==> config.mk <==
export PLATFORM = sky130hd
export DESIGN_NAME = seg7_scan_ctrl
export DESIGN_NICKNAME = d
export VERILOG_FILES = /design/src/rtl/seg7_pkg.sv /design/src/rtl/seg7_decode.sv /design/src/rtl/seg7_scan_ctrl.sv
export SDC_FILE = /design/constraint.sdc
export NUM_CORES = 1
export LEC_CHECK = 0
export ABC_AREA = 1
export CORE_MARGIN = 1.5
export CORE_UTILIZATION = 45
export CTS_CLUSTER_SIZE = 40
export DETAILED_ROUTE_END_ITERATION = 7
export HOLD_SLACK_MARGIN = 0.08
export PLACE_DENSITY = 0.69
export SETUP_SLACK_MARGIN = 0.5
export SLEW_MARGIN = 20
export SYNTH_ARGS = -nofsm -noshare
export SYNTH_HDL_FRONTEND = slang
export SYNTH_HIERARCHICAL = 1
export SYNTH_SLANG_ARGS = --single-unit
==> constraint.sdc <==
create_clock -name clk -period 3.1 [get_ports clk]
set_input_delay 0.465 -clock clk [delete_from_list [all_inputs] [get_ports clk]]
set_output_delay 0.465 -clock clk [all_outputs]
set_load 0.005 [all_outputs]
==> src/rtl/seg7_pkg.sv <==
// Shared definitions for the seven-segment scan controller: hex segment table,
// polarity helper, index width helper and scan state encoding.
package seg7_pkg;

    typedef enum logic {
        ST_IDLE,
        ST_RUN
    } scan_state_t;

    // Active-high patterns, bit order {g,f,e,d,c,b,a}
    localparam logic [6:0] HEX_SEG [16] = '{
        7'h3F, 7'h06, 7'h5B, 7'h4F, 7'h66, 7'h6D, 7'h7D, 7'h07,
        7'h7F, 7'h6F, 7'h77, 7'h7C, 7'h39, 7'h5E, 7'h79, 7'h71
    };

    function automatic logic [6:0] apply_pol(input logic [6:0] value, input logic active_low);
        return active_low ? ~value : value;
    endfunction

    function automatic int unsigned idx_width(input int unsigned n);
        return (n > 1) ? $clog2(n) : 1;
    endfunction

endpackage

==> src/rtl/seg7_decode.sv <==
// Combinational hex nibble to seven-segment decoder with blanking and
// selectable output polarity.
module seg7_decode
    import seg7_pkg::*;
#(
    parameter bit ACTIVE_LOW = 1'b1
) (
    input  logic [3:0] nibble,
    input  logic       blank,
    output logic [6:0] seg
);

    always_comb begin
        seg = apply_pol(blank ? 7'b0 : HEX_SEG[nibble], ACTIVE_LOW);
    end

endmodule

==> src/rtl/seg7_scan_ctrl.sv <==
// Parametrised time-multiplexed seven-segment scan controller with frame
// snapshot, anti-ghost blanking and leading-zero suppression.
// Optional duty-cycle dimming via SEG7_BRIGHTNESS_EN (adds brightness port).
module seg7_scan_ctrl
    import seg7_pkg::*;
#(
    parameter int unsigned NUM_DIGITS     = 4,
    parameter int unsigned SCAN_DIV       = 100_000,
    parameter int unsigned BLANK_CYCLES   = 1_000,
    parameter bit          SEG_ACTIVE_LOW = 1'b1,
    parameter bit          AN_ACTIVE_LOW  = 1'b1
) (
    input  logic                    clk,
    input  logic                    reset,
    input  logic                    enable,
    input  logic [4*NUM_DIGITS-1:0] data,
    input  logic [NUM_DIGITS-1:0]   dp_in,
    input  logic                    lz_blank,
`ifdef SEG7_BRIGHTNESS_EN
    input  logic [3:0]              brightness,
`endif
    output logic [6:0]              seg,
    output logic                    dp,
    output logic [NUM_DIGITS-1:0]   an,
    output logic                    frame_done
);

    localparam int unsigned IDX_W   = idx_width(NUM_DIGITS);
    localparam int unsigned PRESC_W = $clog2(SCAN_DIV);
    localparam logic [6:0]  SEG_OFF = apply_pol(7'b0, SEG_ACTIVE_LOW);
    localparam logic [NUM_DIGITS-1:0] AN_OFF = {NUM_DIGITS{AN_ACTIVE_LOW}};

    scan_state_t state, state_nxt;

    logic [PRESC_W-1:0]      presc;
    logic [IDX_W-1:0]        idx;
    logic [4*NUM_DIGITS-1:0] sh_data;
    logic [NUM_DIGITS-1:0]   sh_dp;
    logic                    sh_lz;

    logic                    start, slot_end, frame_end, capture;
    logic [4*NUM_DIGITS-1:0] eff_data;
    logic [NUM_DIGITS-1:0]   eff_dp;
    logic                    eff_lz;
    logic [3:0]              nib;
    logic                    dp_cur, upper_nz, dark, lit;
    logic [NUM_DIGITS-1:0]   an_on;
    logic [6:0]              dec_seg;
    int unsigned             presc_i;

`ifdef SEG7_BRIGHTNESS_EN
    logic [3:0]  sh_br;
    logic [3:0]  eff_br;
    int unsigned lit_end;
`endif

    always_ff @(posedge clk) begin
        if (reset) state <= ST_IDLE;
        else       state <= state_nxt;
    end

    // IDLE marks "snapshot pending": entered on reset or while disabled
    always_comb begin
        state_nxt = state;
        case (state)
            ST_IDLE: if (enable)  state_nxt = ST_RUN;
            ST_RUN:  if (!enable) state_nxt = ST_IDLE;
            default: state_nxt = ST_IDLE;
        endcase
    end

    // On the first enabled cycle the live inputs are used directly so slot 0
    // already shows the data being captured.
    always_comb begin
        start     = (state == ST_IDLE);
        slot_end  = (presc == PRESC_W'(SCAN_DIV - 1));
        frame_end = slot_end && (idx == IDX_W'(NUM_DIGITS - 1));
        capture   = enable && (start || frame_end);
        eff_data  = start ? data     : sh_data;
        eff_dp    = start ? dp_in    : sh_dp;
        eff_lz    = start ? lz_blank : sh_lz;

        nib      = '0;
        dp_cur   = 1'b0;
        upper_nz = 1'b0;
        an_on    = AN_OFF;
        for (int unsigned j = 0; j < NUM_DIGITS; j++) begin
            if (32'(idx) == j) begin
                nib      = eff_data[4*j +: 4];
                dp_cur   = eff_dp[j];
                an_on[j] = ~AN_ACTIVE_LOW;
            end
            if (j >= 32'(idx) && eff_data[4*j +: 4] != 4'h0) upper_nz = 1'b1;
        end
        dark = eff_lz && (idx != '0) && !upper_nz;

        presc_i = 32'(presc);
        lit     = (presc_i >= BLANK_CYCLES);
`ifdef SEG7_BRIGHTNESS_EN
        eff_br  = start ? brightness : sh_br;
        lit_end = BLANK_CYCLES + ((SCAN_DIV - BLANK_CYCLES) * (32'(eff_br) + 1)) / 16;
        lit     = lit && (presc_i < lit_end);
`endif
    end

    seg7_decode #(
        .ACTIVE_LOW (SEG_ACTIVE_LOW)
    ) u_decode (
        .nibble (nib),
        .blank  (!lit || dark),
        .seg    (dec_seg)
    );

    always_ff @(posedge clk) begin
        if (reset || !enable) begin
            presc      <= '0;
            idx        <= '0;
            an         <= AN_OFF;
            seg        <= SEG_OFF;
            dp         <= SEG_ACTIVE_LOW;
            frame_done <= 1'b0;
            if (reset) begin
                sh_data <= '0;
                sh_dp   <= '0;
                sh_lz   <= 1'b0;
            end
        end else begin
            presc <= slot_end ? '0 : presc + PRESC_W'(1);
            if (slot_end) idx <= (idx == IDX_W'(NUM_DIGITS - 1)) ? '0 : idx + IDX_W'(1);
            if (capture) begin
                sh_data <= data;
                sh_dp   <= dp_in;
                sh_lz   <= lz_blank;
            end
            an         <= lit ? an_on : AN_OFF;
            seg        <= dec_seg;
            dp         <= (lit && dp_cur) ^ SEG_ACTIVE_LOW;
            frame_done <= frame_end;
        end
    end

`ifdef SEG7_BRIGHTNESS_EN
    always_ff @(posedge clk) begin
        if (reset)                  sh_br <= '0;
        else if (enable && capture) sh_br <= brightness;
    end
`endif

endmodule

---- Word level (Yosys, flattened, before mapping) ----
Memory sizes are Yosys's and may differ from the RTL's.
Index checks and enable logic that the tools add are counted.
word-level totals
  register bits after elaboration ......... 54
  ROM bits ................................ 112
  input bits .............................. 24
  output and inout bits ................... 13
  memories ................................ 1
cells by class
  add/sub/neg operators ................... 2
  order comparisons ....................... 5
  eq/ne operators ......................... 5
  mux-type cells .......................... 33
  bitwise operators ....................... 5
  reductions and logical operators ........ 24
memories
  memory           depth  width  rd ports  clocked after memory_dff  write ports  RTL line           source
  (no name shown)  16     7      1         0                         0            seg7_decode.sv:14  seg = apply_pol(blank ? 7'b0 : HEX_SEG[nibble], ACTIVE_LOW);
operators with widths
  cell                   count
  $mux 16                4
  $mux 4                 8
  $mux 7                 3
  $add 17x1->17 const B  1
  $eq 17x17->1 const B   1
  $ge 17x10->1 const B   1
  $mux 1                 17
  $reduce_bool 4->1      4
  $logic_and 1x1->1      8
  $not 7->7              1
  $ge 5x5->1 const B     1
  $not 4->5              1
  $eq 2x2->1 const B     2
  $ge 1x2->1 const A     2
  $reduce_bool 2->1      2
  $reduce_or 2->1        2
  $logic_not 1->1        3
  $logic_or 1x1->1       3
  $not 1->1              3
  $add 2x1->2 const B    1
  $eq 2x1->1 const B     1
  $ge 2x2->1 const A     1
  $logic_not 2->1        1
  $mux 2                 1
  other kinds (2)        2

---- Longest topological paths before layout ----
Gate-level depths: netlist (run 1).
  depth after elaboration ................. 12
  depth in mapped cells ................... 17
  mapped depth without buffers ............ 16

---- Cells and area by module ----
The synthesis (run 1) kept the hierarchy.
by module, submodules not included
  module          instances  cells an instance  area an instance (um^2)  seq. area each (um^2)
  seg7_scan_ctrl  1          372                2,821.5                  1,291.2
  seg7_decode     1          52                 279.0                    0.0

---- Least setup slack after synthesis (run 1) ----
No wires, ideal clock.
  path type ............................... flip-flop to flip-flop
  start point ............................. reg presc[0]
  end point ............................... reg sh_data[0], enable pin
  library setup time ...................... 0.428 ns
  arrival ................................. 2.501 ns
  required time ........................... 2.672 ns
  path slack .............................. 0.170 ns
  cell stages (with the launch flop) ...... 6
  path buffers ............................ 0
  cell sequence ........................... dfxtp_1 -> ha_1 -> nand2_2 -> nor2_4 -> nand3_2 -> o21ai_0
between the ends
  word-level cells in the longest chain between the ends .. 6
ends and longest elaborated chain
  item                         RTL line               source
  start, declared              seg7_scan_ctrl.sv:35   logic [PRESC_W-1:0] presc;
  start signal, assigned       seg7_scan_ctrl.sv:128  presc <= slot_end ? '0 : presc + PRESC_W'(1);
  $eq 17x17->1                 seg7_scan_ctrl.sv:76   slot_end = (presc == PRESC_W'(SCAN_DIV - 1));
  $logic_and 1x1->1            seg7_scan_ctrl.sv:77   frame_end = slot_end && (idx == IDX_W'(NUM_DIGITS - 1));
  $logic_or 1x1->1             seg7_scan_ctrl.sv:78   capture = enable && (start || frame_end);
  $logic_and 1x1->1            seg7_scan_ctrl.sv:78
  $reduce_bool 2->1 (no line)  --
  $reduce_and 2->1 (no line)   --
  end signal, assigned         seg7_scan_ctrl.sv:131  sh_data <= data;
  end, declared                seg7_scan_ctrl.sv:37   logic [4*NUM_DIGITS-1:0] sh_data;
Every way passes these cells.
A chain may end at the register's enable or synchronous reset.

---- Worst setup path in the final report (run 1) ----
  start point ............................. reg idx[1]
  end point ............................... reg seg[3]
between the ends
  word-level cells in the longest chain between the ends .. 11
  elaborated cells on any way between the ends .. 29
  classes of those cells .................. 3 x order compare; 3 x eq/ne; 11 x mux; 2 x bitwise; 9 x reduce/logical; 1 x memory
ends and longest elaborated chain
  item                                          RTL line               source
  start, declared                               seg7_scan_ctrl.sv:36   logic [IDX_W-1:0] idx;
  start signal, assigned                        seg7_scan_ctrl.sv:129  if (slot_end) idx <= (idx == IDX_W'(NUM_DIGITS - 1)) ? '0 : idx + IDX_W'(1);
  $logic_not 2->1                               seg7_scan_ctrl.sv:88   if (32'(idx) == j) begin
  $mux 4 (3 in series)                          seg7_scan_ctrl.sv:88
  $mux 4 *                                      seg7_scan_ctrl.sv:88
  via nib[1]                                    seg7_scan_ctrl.sv:45   logic [3:0] nib;
  $not 4->5 (not written as such) *             seg7_decode.sv:14
  $mem_v2 16x7 *                                --
  $mux 7 (not written as such) * (2 in series)  seg7_decode.sv:14
  $mux 7 *                                      seg7_decode.sv:14
  $not 7->7 *                                   seg7_pkg.sv:17         return active_low ? ~value : value;
  via dec_seg[3]                                seg7_scan_ctrl.sv:48   logic [6:0] dec_seg;
  end signal, assigned                          seg7_scan_ctrl.sv:136  seg <= dec_seg;
  end, declared                                 seg7_scan_ctrl.sv:22   output logic [6:0] seg,
Mark *: on every way through the listed nets, which the timed path passes. The rest lies on a longest branch. The select of a mux whose other input is x is not followed.

==> metrics.md, run 1 <==
| Metric | Value |
|---|---|
| Pwr/cell area | `between 300 and 400 mW/mm2` |
| Die X | `between 80 and 90 um` |
| Maximum fanout along the worst path | `5` |
| Largest net degree at the start of global routing | `30` |
| Yosys warns | `6` |
| Final hold violations | `0` |
| Synth Instances | `424` |
| CP arrival | `2.65 ns` |
| Initial DRC Count | `110` |
| CTS root buffer | `clkbuf_8` |
| Synth unique cells | `35` |
| Clk_lat worst skew | `0.31 ns` |
| Worst-path cell chain | `inv_1, ha_4, inv_1, nor2_4, nand2_1, o21ai_0, nand2_1, a21boi_4, inv_1, ha_1, inv_1, nand2_1, nand2_1, nand2_1, nand3_1, or2_2` |
| DRC violations left | `0` |
| Setup Crit Path Kind | `reg2reg` |
| Met3 GRT Util | `0.0414` |
| Unrepaired setup endpoints after global routing | `false` |
| Worst setup EP type | `flop` |
| I/O pins | `37` |
| Status | `complete, no violations` |
| Final Power | `1.32 mW` |
| Leading area contributor after synthesis | `dfxtp_1` |
| Worst R2R Start | `idx[1]$_SDFFE_PP0N_` |
| Placer Congestion | `about 0.88` |
| Core area | `0.00672 mm2` |
| CTS buffer count | `5` |
| Final std cells w/o fill | `544` |
| CP peak stage delay | `0.35 ns` |
| Worst hold path startpoint | `presc[14]$_SDFF_PP0_` |
| Mapped Area | `approximately 0.0031 mm2` |
| Grt total ovfl | `0` |
| Worst Hold Depth | `2` |
| Fin. max-slew vios | `0` |
| Starting Density | `0.461` |
| H-tree depth | `2` |
| CTS tree | `built` |
| Minimum clock period | `between 2 and 2.5 ns` |
| Worst-Margin Slew | `0.858 ns` |
| Setup tns final | `0 ns` |
| Cts hold-fix bufs | `0` |
| Leakage | `1.56 nW` |
| Max VDD drop | `0.000204 V` |
| GRT met2 Usage | `0.329` |
| Global-route wire length before repair | `11500 um` |
| Share of post-route cells with drive strength above 1 | `0.103` |
| TritonRoute pass-1 iters | `4` |
| Reg2reg setup slack | `0.65 ns` |
| Setup Skew | `approximately 0.006 ns` |
| Max-cap violations | `0` |
| Top post-synthesis cells by area | `dfxtp_1 21%, edfxtp_1 20%, nand2_1 15%` |
| CP max stage cell | `dfxtp_2` |
| Clk sinks | `54` |
| # port buffers | `36` |
| Routed via count | `2694` |
| Slack of the critical path | `0.648 ns` |
| Area growth syn-to-layout | `18.6%` |
| FF+latch count, synth | `54` |
| Clk slew on worst S/H paths | `0.09 ns` |
| Total die area | `0.00740 mm2` |
| CP required | `3.30 ns` |
| Final WL | `roughly 6500 um` |
| Placed cells | `534` |
| FF-to-FF End | `seg[3]$_SDFF_PP1_` |
| Crit path launch type | `flop` |
| Post-synth ARST share | `0` |
| Final period util | `0.791` |
| Vias in the first global route | `between 2000 and 3000` |
| Total Routing Usage GR | `0.193` |
| Post-route ant nets | `0` |
| CP Buf/Inv Count | `4` |
| Post-DP HPWL | `about 4800 um` |
| CTS max path bufs | `2` |
| Max Fclk | `408 MHz` |
| DR WL/cell | `between 10 and 15 um` |
| Hold WC Path Type | `reg2reg` |
| Nets | `500` |
| Normalized max-slew margin | `0.428` |
| Synth Area per Inst | `~7.3 um2` |
| Reg2reg path depth | `16` |
| Area after DPL | `0.00353 mm2` |
| Dpl ws | `about 0.25 ns` |
| Most frequent CP cell | `nand2_1` |
| Finished Core Util | `0.547` |
| Row Count | `30` |
| Antenna Cells | `0` |
| Met1 Usage GRT | `0.242` |
| Number of synthesized flops with an enable pin | `21` |
| Most numerous cell in the Yosys netlist | `nand2_1` |
| Vias per cell | `approximately 5.0` |
| Top delay family on crit path | `simple AND/OR/NAND/NOR gates` |
| Yosys top cell area share | `0.213` |
| # setup viols final | `0` |
| Initial antenna violation count | `0` |
| Die height | `86.0 um` |
| Post-synth top cells | `122 x nand2_1, 68 x nor2_1, 52 x inv_1` |
| Hold Worst Slack | `between 0.4 and 0.5 ns` |
| CP Depth | `16` |
| Post-route cell area | `~0.0037 mm2` |
| Synth Net Count | `461` |
| Hold path endpoint | `presc[14]$_SDFF_PP0_` |
| Synth Flop Type | `dfxtp_1` |
| GR peak layer | `met2` |
| Sequential-to-total area share from yosys stat | `0.416` |
==> worst max path at each step <==
stage / startpoint / endpoint / slack, ns
after global routing: idx[1]$_SDFFE_PP0N_ / seg[3]$_SDFF_PP1_ / 0.50
final: idx[1]$_SDFFE_PP0N_ / seg[3]$_SDFF_PP1_ / 0.65
after CTS: idx[0]$_SDFFE_PP0N_ / seg[3]$_SDFF_PP1_ / 0.51
after floorplan: idx[1]$_SDFFE_PP0N_ / seg[3]$_SDFF_PP1_ / 0.56
after detailed placement: data[0] / seg[3]$_SDFF_PP1_ / 0.25
after global placement: data[0] / seg[3]$_SDFF_PP1_ / 0.37
==> worst min-delay path: stages, from the launching register on <==
cell and delay (ns):
dfxtp_1 0.33, nand2_1 0.06, a21oi_1 0.05
==> registers in the layout, summed over array words and instances (netlist names) <==
name,flops
an,4
dp,1
frame_done,1
idx,2
presc,17
seg,7
sh_data,16
sh_dp,4
sh_lz,1
state,1
==> cells in the final DEF, fill, tap and decap left out, types with 2 or more instances in the layout <==
master	instances
nand2_2	2
nor2_2	2
a21oi_1	15
xnor2_1	3
dfxtp_1	30
dfxtp_2	3
nand2_1	122
xor2_1	5
edfxtp_1	21
o21ai_0	7
clkdlybuf4s50_1	36
nor2_4	6
or2_2	8
nand4_1	9
buf_4	7
inv_1	51
o211ai_1	3
clkbuf_8	5
nand3_1	25
inv_2	3
nand3_2	2
ha_1	11
nor2_1	67
o21ai_1	4
==> repair_timing <==
item / in CTS / in global routing
setup endpoints to repair: 7 / 7
pin swaps: 0 / 4
buffers inserted: 0 / 2
gates resized for setup: 4 / 10
==> area by class of cell <==
type | count | area (um2)
well taps | 80 | 100
clock inverters | 2 | 8.76
flip-flops and latches | 54 | 1290
repair buffers | 44 | 433
inverters | 55 | 209
multi-input cells | 303 | 1560
fillers | 656 | 3040
clock buffers | 6 | 72.6
==> cells by family (layout without fill, tap and decap cells) <==
family                   Yosys count  in the layout  share of synthesized area
AO/OA/AOI/OAI                     32             32                     0.0557
XOR/XNOR                           8              8                     0.0226
adder cells (fa/ha/maj)           13             13                     0.0525
buffers and inverters             67            107                     0.0956
flip-flops                        54             54                      0.416
AND/OR/NAND/NOR                  250            250                      0.357
==> per-layer routing <==
| layer | wire length [um] | part of all wire | vias up |
|---|---|---|---|
| met3 | 314 | 0.049 | 9 |
| met1 | 3030 | 0.47 | 1226 |
| met5 | 0 | 0 | - |
| met4 | 95 | 0.015 | 0 |
| met2 | 3020 | 0.47 | 63 |
| li1 | - | - | 1396 |
==> power by group <==
group / switching, mW / internal (mW) / leakage [nW]
registers: 0.00776 / 0.757 / 0.501
logic: 0.0979 / 0.0720 / 1.02
clock network: 0.228 / 0.156 / 0.0426
(Power assumes the default switching activity.)
==> inputs of run 2 (changes only) <==
--- a/config.mk
+++ b/config.mk
@@ -11,7 +11,7 @@
 export CTS_CLUSTER_SIZE = 40
 export DETAILED_ROUTE_END_ITERATION = 7
 export HOLD_SLACK_MARGIN = 0.08
-export PLACE_DENSITY = 0.69
+export PLACE_DENSITY = 0.67
 export SETUP_SLACK_MARGIN = 0.5
 export SLEW_MARGIN = 20
 export SYNTH_ARGS = -nofsm -noshare
==> constraint.sdc (replaced) <==
create_clock -name clk -period 2.4 [get_ports clk]
set_input_delay 0.36 -clock clk [delete_from_list [all_inputs] [get_ports clk]]
set_output_delay 0.36 -clock clk [all_outputs]
set_load 0.005 [all_outputs]
==> run 2 against run 1 <==
Fmax is 15% higher. Largest power group unchanged. Sequential power is 29% higher. Worst setup slack worse by 0.38 ns. Non-clock buffer count is 19 higher. Register-to-register slack worse by 0.38 ns. Cell area is 8.5% higher.
==> metrics.md, run 2 (synthesis results as in run 1) <==
| Metric | Value |
|---|---|
| Initial antenna violation count | `0` |
| Clk_lat worst skew | `0.31 ns` |
| Antenna Cells | `0` |
| Crit path launch type | `flop` |
| Most frequent cells in the layout | `120 x nand2_1, 66 x nor2_1, 45 x inv_1` |
| Pwr/cell area | `449 mW/mm2` |
| TritonRoute pass-1 iters | `4` |
| Leakage | `1.66 nW` |
| Worst-path cell chain | `inv_4, buf_4, ha_4, a21oi_2, a21oi_4, buf_4, buf_6, ha_4, nand2_2, nand2_1, nand2_1, nand3_1, or2_2` |
| CP Buf/Inv Count | `4` |
| Total die area | `0.00740 mm2` |
| Net Sw Frac | `0.258` |
| Clock power frac | `0.301` |
| Vias per cell | `4.95` |
| CTS buffer count | `5` |
| CTS root buffer | `clkbuf_8` |
| Routed via count | `2785` |
| Most common cell after layout, fill and taps aside | `nand2_1` |
| Clk slew on worst S/H paths | `0.09 ns` |
| Max Fclk | `between 400 and 500 MHz` |
| Fin. max-slew vios | `0` |
| Setup Crit Path Kind | `reg2reg` |
| Final WL | `6950 um` |
| Biggest regs | `presc: 17 flops, sh_data: 16 flops, seg: 7 flops` |
| Worst-Margin Slew | `0.261 ns` |
| Cts hold-fix bufs | `0` |
| Normalized max-slew margin | `0.826` |
| CP required | `~2.6 ns` |
| P_int | `roughly 1.3 mW` |
| Setup Skew | `0.00274 ns` |
| Initial DRC Count | `~110` |
| Max-cap violations | `0` |
| CP arrival | `approximately 2.3 ns` |
| DRC violations left | `0` |
| Max FFs per register | `17` |
| Setup tns final | `0 ns` |
| Hold WC Path Type | `reg2reg` |
| Hold Worst Slack | `approximately 0.5 ns` |
| CTS tree | `built` |
| CP peak stage delay | `0.40 ns` |
| # port buffers | `36` |
| Global-route wire length before repair | `11800 um` |
| Worst setup EP type | `flop` |
| Area growth syn-to-layout | `28.7%` |
| CTS max path bufs | `2` |
| Vias in the first global route | `around 2600` |
| # setup viols final | `0` |
| Total net switching power | `0.462 mW` |
| Final period util | `0.888` |
| Unrepaired setup endpoints after global routing | `true` |
| Final hold violations | `0` |
| Seq pwr share | `0.550` |
| Grt total ovfl | `0` |
| Gate power share | `0.150` |
| Status | `complete, no violations` |
| Largest net degree at the start of global routing | `28` |
| Total Routing Usage GR | `0.199` |
| Placer Congestion | `0.875` |
| Max VDD drop | `0.000251 V` |
| DR WL/cell | `12.3 um` |
| Top delay family on crit path | `simple AND/OR/NAND/NOR gates` |
| Post-DP HPWL | `around 4800 um` |
| Post-route ant nets | `0` |
| Starting Density | `0.461` |
| Die X | `86.0 um` |
| Minimum clock period | `2.13 ns` |
| Nets | `519` |
| Fillers | `601` |
| Share of post-route cells with drive strength above 1 | `0.195` |
| Die height | `86.0 um` |
| Maximum fanout along the worst path | `7` |
| H-tree depth | `2` |
| Core area | `0.00672 mm2` |
| I/O pins | `37` |
| Row Count | `30` |
| Clk sinks | `54` |
| Biggest register | `presc` |
| CP max stage cell | `dfxtp_4` |
run 2: layout make-up:
type | instances | area (um2) | area share
multi-input combinational | 303 | 1700 | 0.426
sequential | 54 | 1300 | 0.326
timing repair buffer | 63 | 578 | 0.145
inverter | 55 | 221 | 0.0555
tap | 80 | 100 | 0.0251
clock buffer | 7 | 86.3 | 0.0216
clock inverter | 1 | 5.00 | 0.00125
run 2: path summary, 6_finish.rpt:
path | slack, ns | start | cells after the start | to
min reg2reg | 0.50 | presc[14]$_SDFF_PP0_ | 2 | presc[14]$_SDFF_PP0_
min | 0.50 | presc[14]$_SDFF_PP0_ | 2 | presc[14]$_SDFF_PP0_
max reg2reg | 0.27 | idx[0]$_SDFFE_PP0N_ | 13 | seg[0]$_SDFF_PP1_
max | 0.27 | idx[0]$_SDFFE_PP0N_ | 13 | seg[0]$_SDFF_PP1_
run 2: routing by layer:
layer | part of all wire | track usage | wire, um
met5 | 0 | 0 | 0
met4 | 0.0098 | 0.0528 | 68
met3 | 0.047 | 0.0269 | 326
met2 | 0.49 | 0.332 | 3390
met1 | 0.46 | 0.271 | 3170
run 2: through the flow:
step | utilization | area [um2] | worst slack (ns) | power [mW] | std cells
after floorplan | - | 3190 | 0.226 | 1.16 | 424
after global placement | 0.543 | 3650 | 0.0614 | 1.23 | 540
after detailed placement | 0.543 | 3650 | 0.0394 | 1.24 | 540
after CTS | 0.586 | 3940 | 0.278 | 1.79 | 561
after global routing | 0.594 | 3990 | 0.135 | 1.87 | 563
final | 0.594 | 3990 | 0.269 | 1.79 | 563
run 2: what timing repair did:
| item | in CTS | in global routing |
|---|---|---|
| pin swaps | 14 | 1 |
| endpoints found under the setup margin | 7 | 28 |
| resized for setup | 27 | 11 |
| buffers inserted | 13 | 2 |
run 2: worst min-delay path: stages (launching register included):
cell and delay (ns):
dfxtp_1 0.34, nand2_1 0.07, a21oi_1 0.05
run 2: power by group through the flow:
stage          clock [mW]  sequential (mW)  combinational (mW)
2_1_floorplan           0             1.00               0.152
3_3_place_gp            0             1.01               0.228
3_5_place_dp            0             1.01               0.231
4_1_cts             0.551            0.984               0.257
5_1_grt             0.586            0.988               0.300
6_report            0.539            0.985               0.268
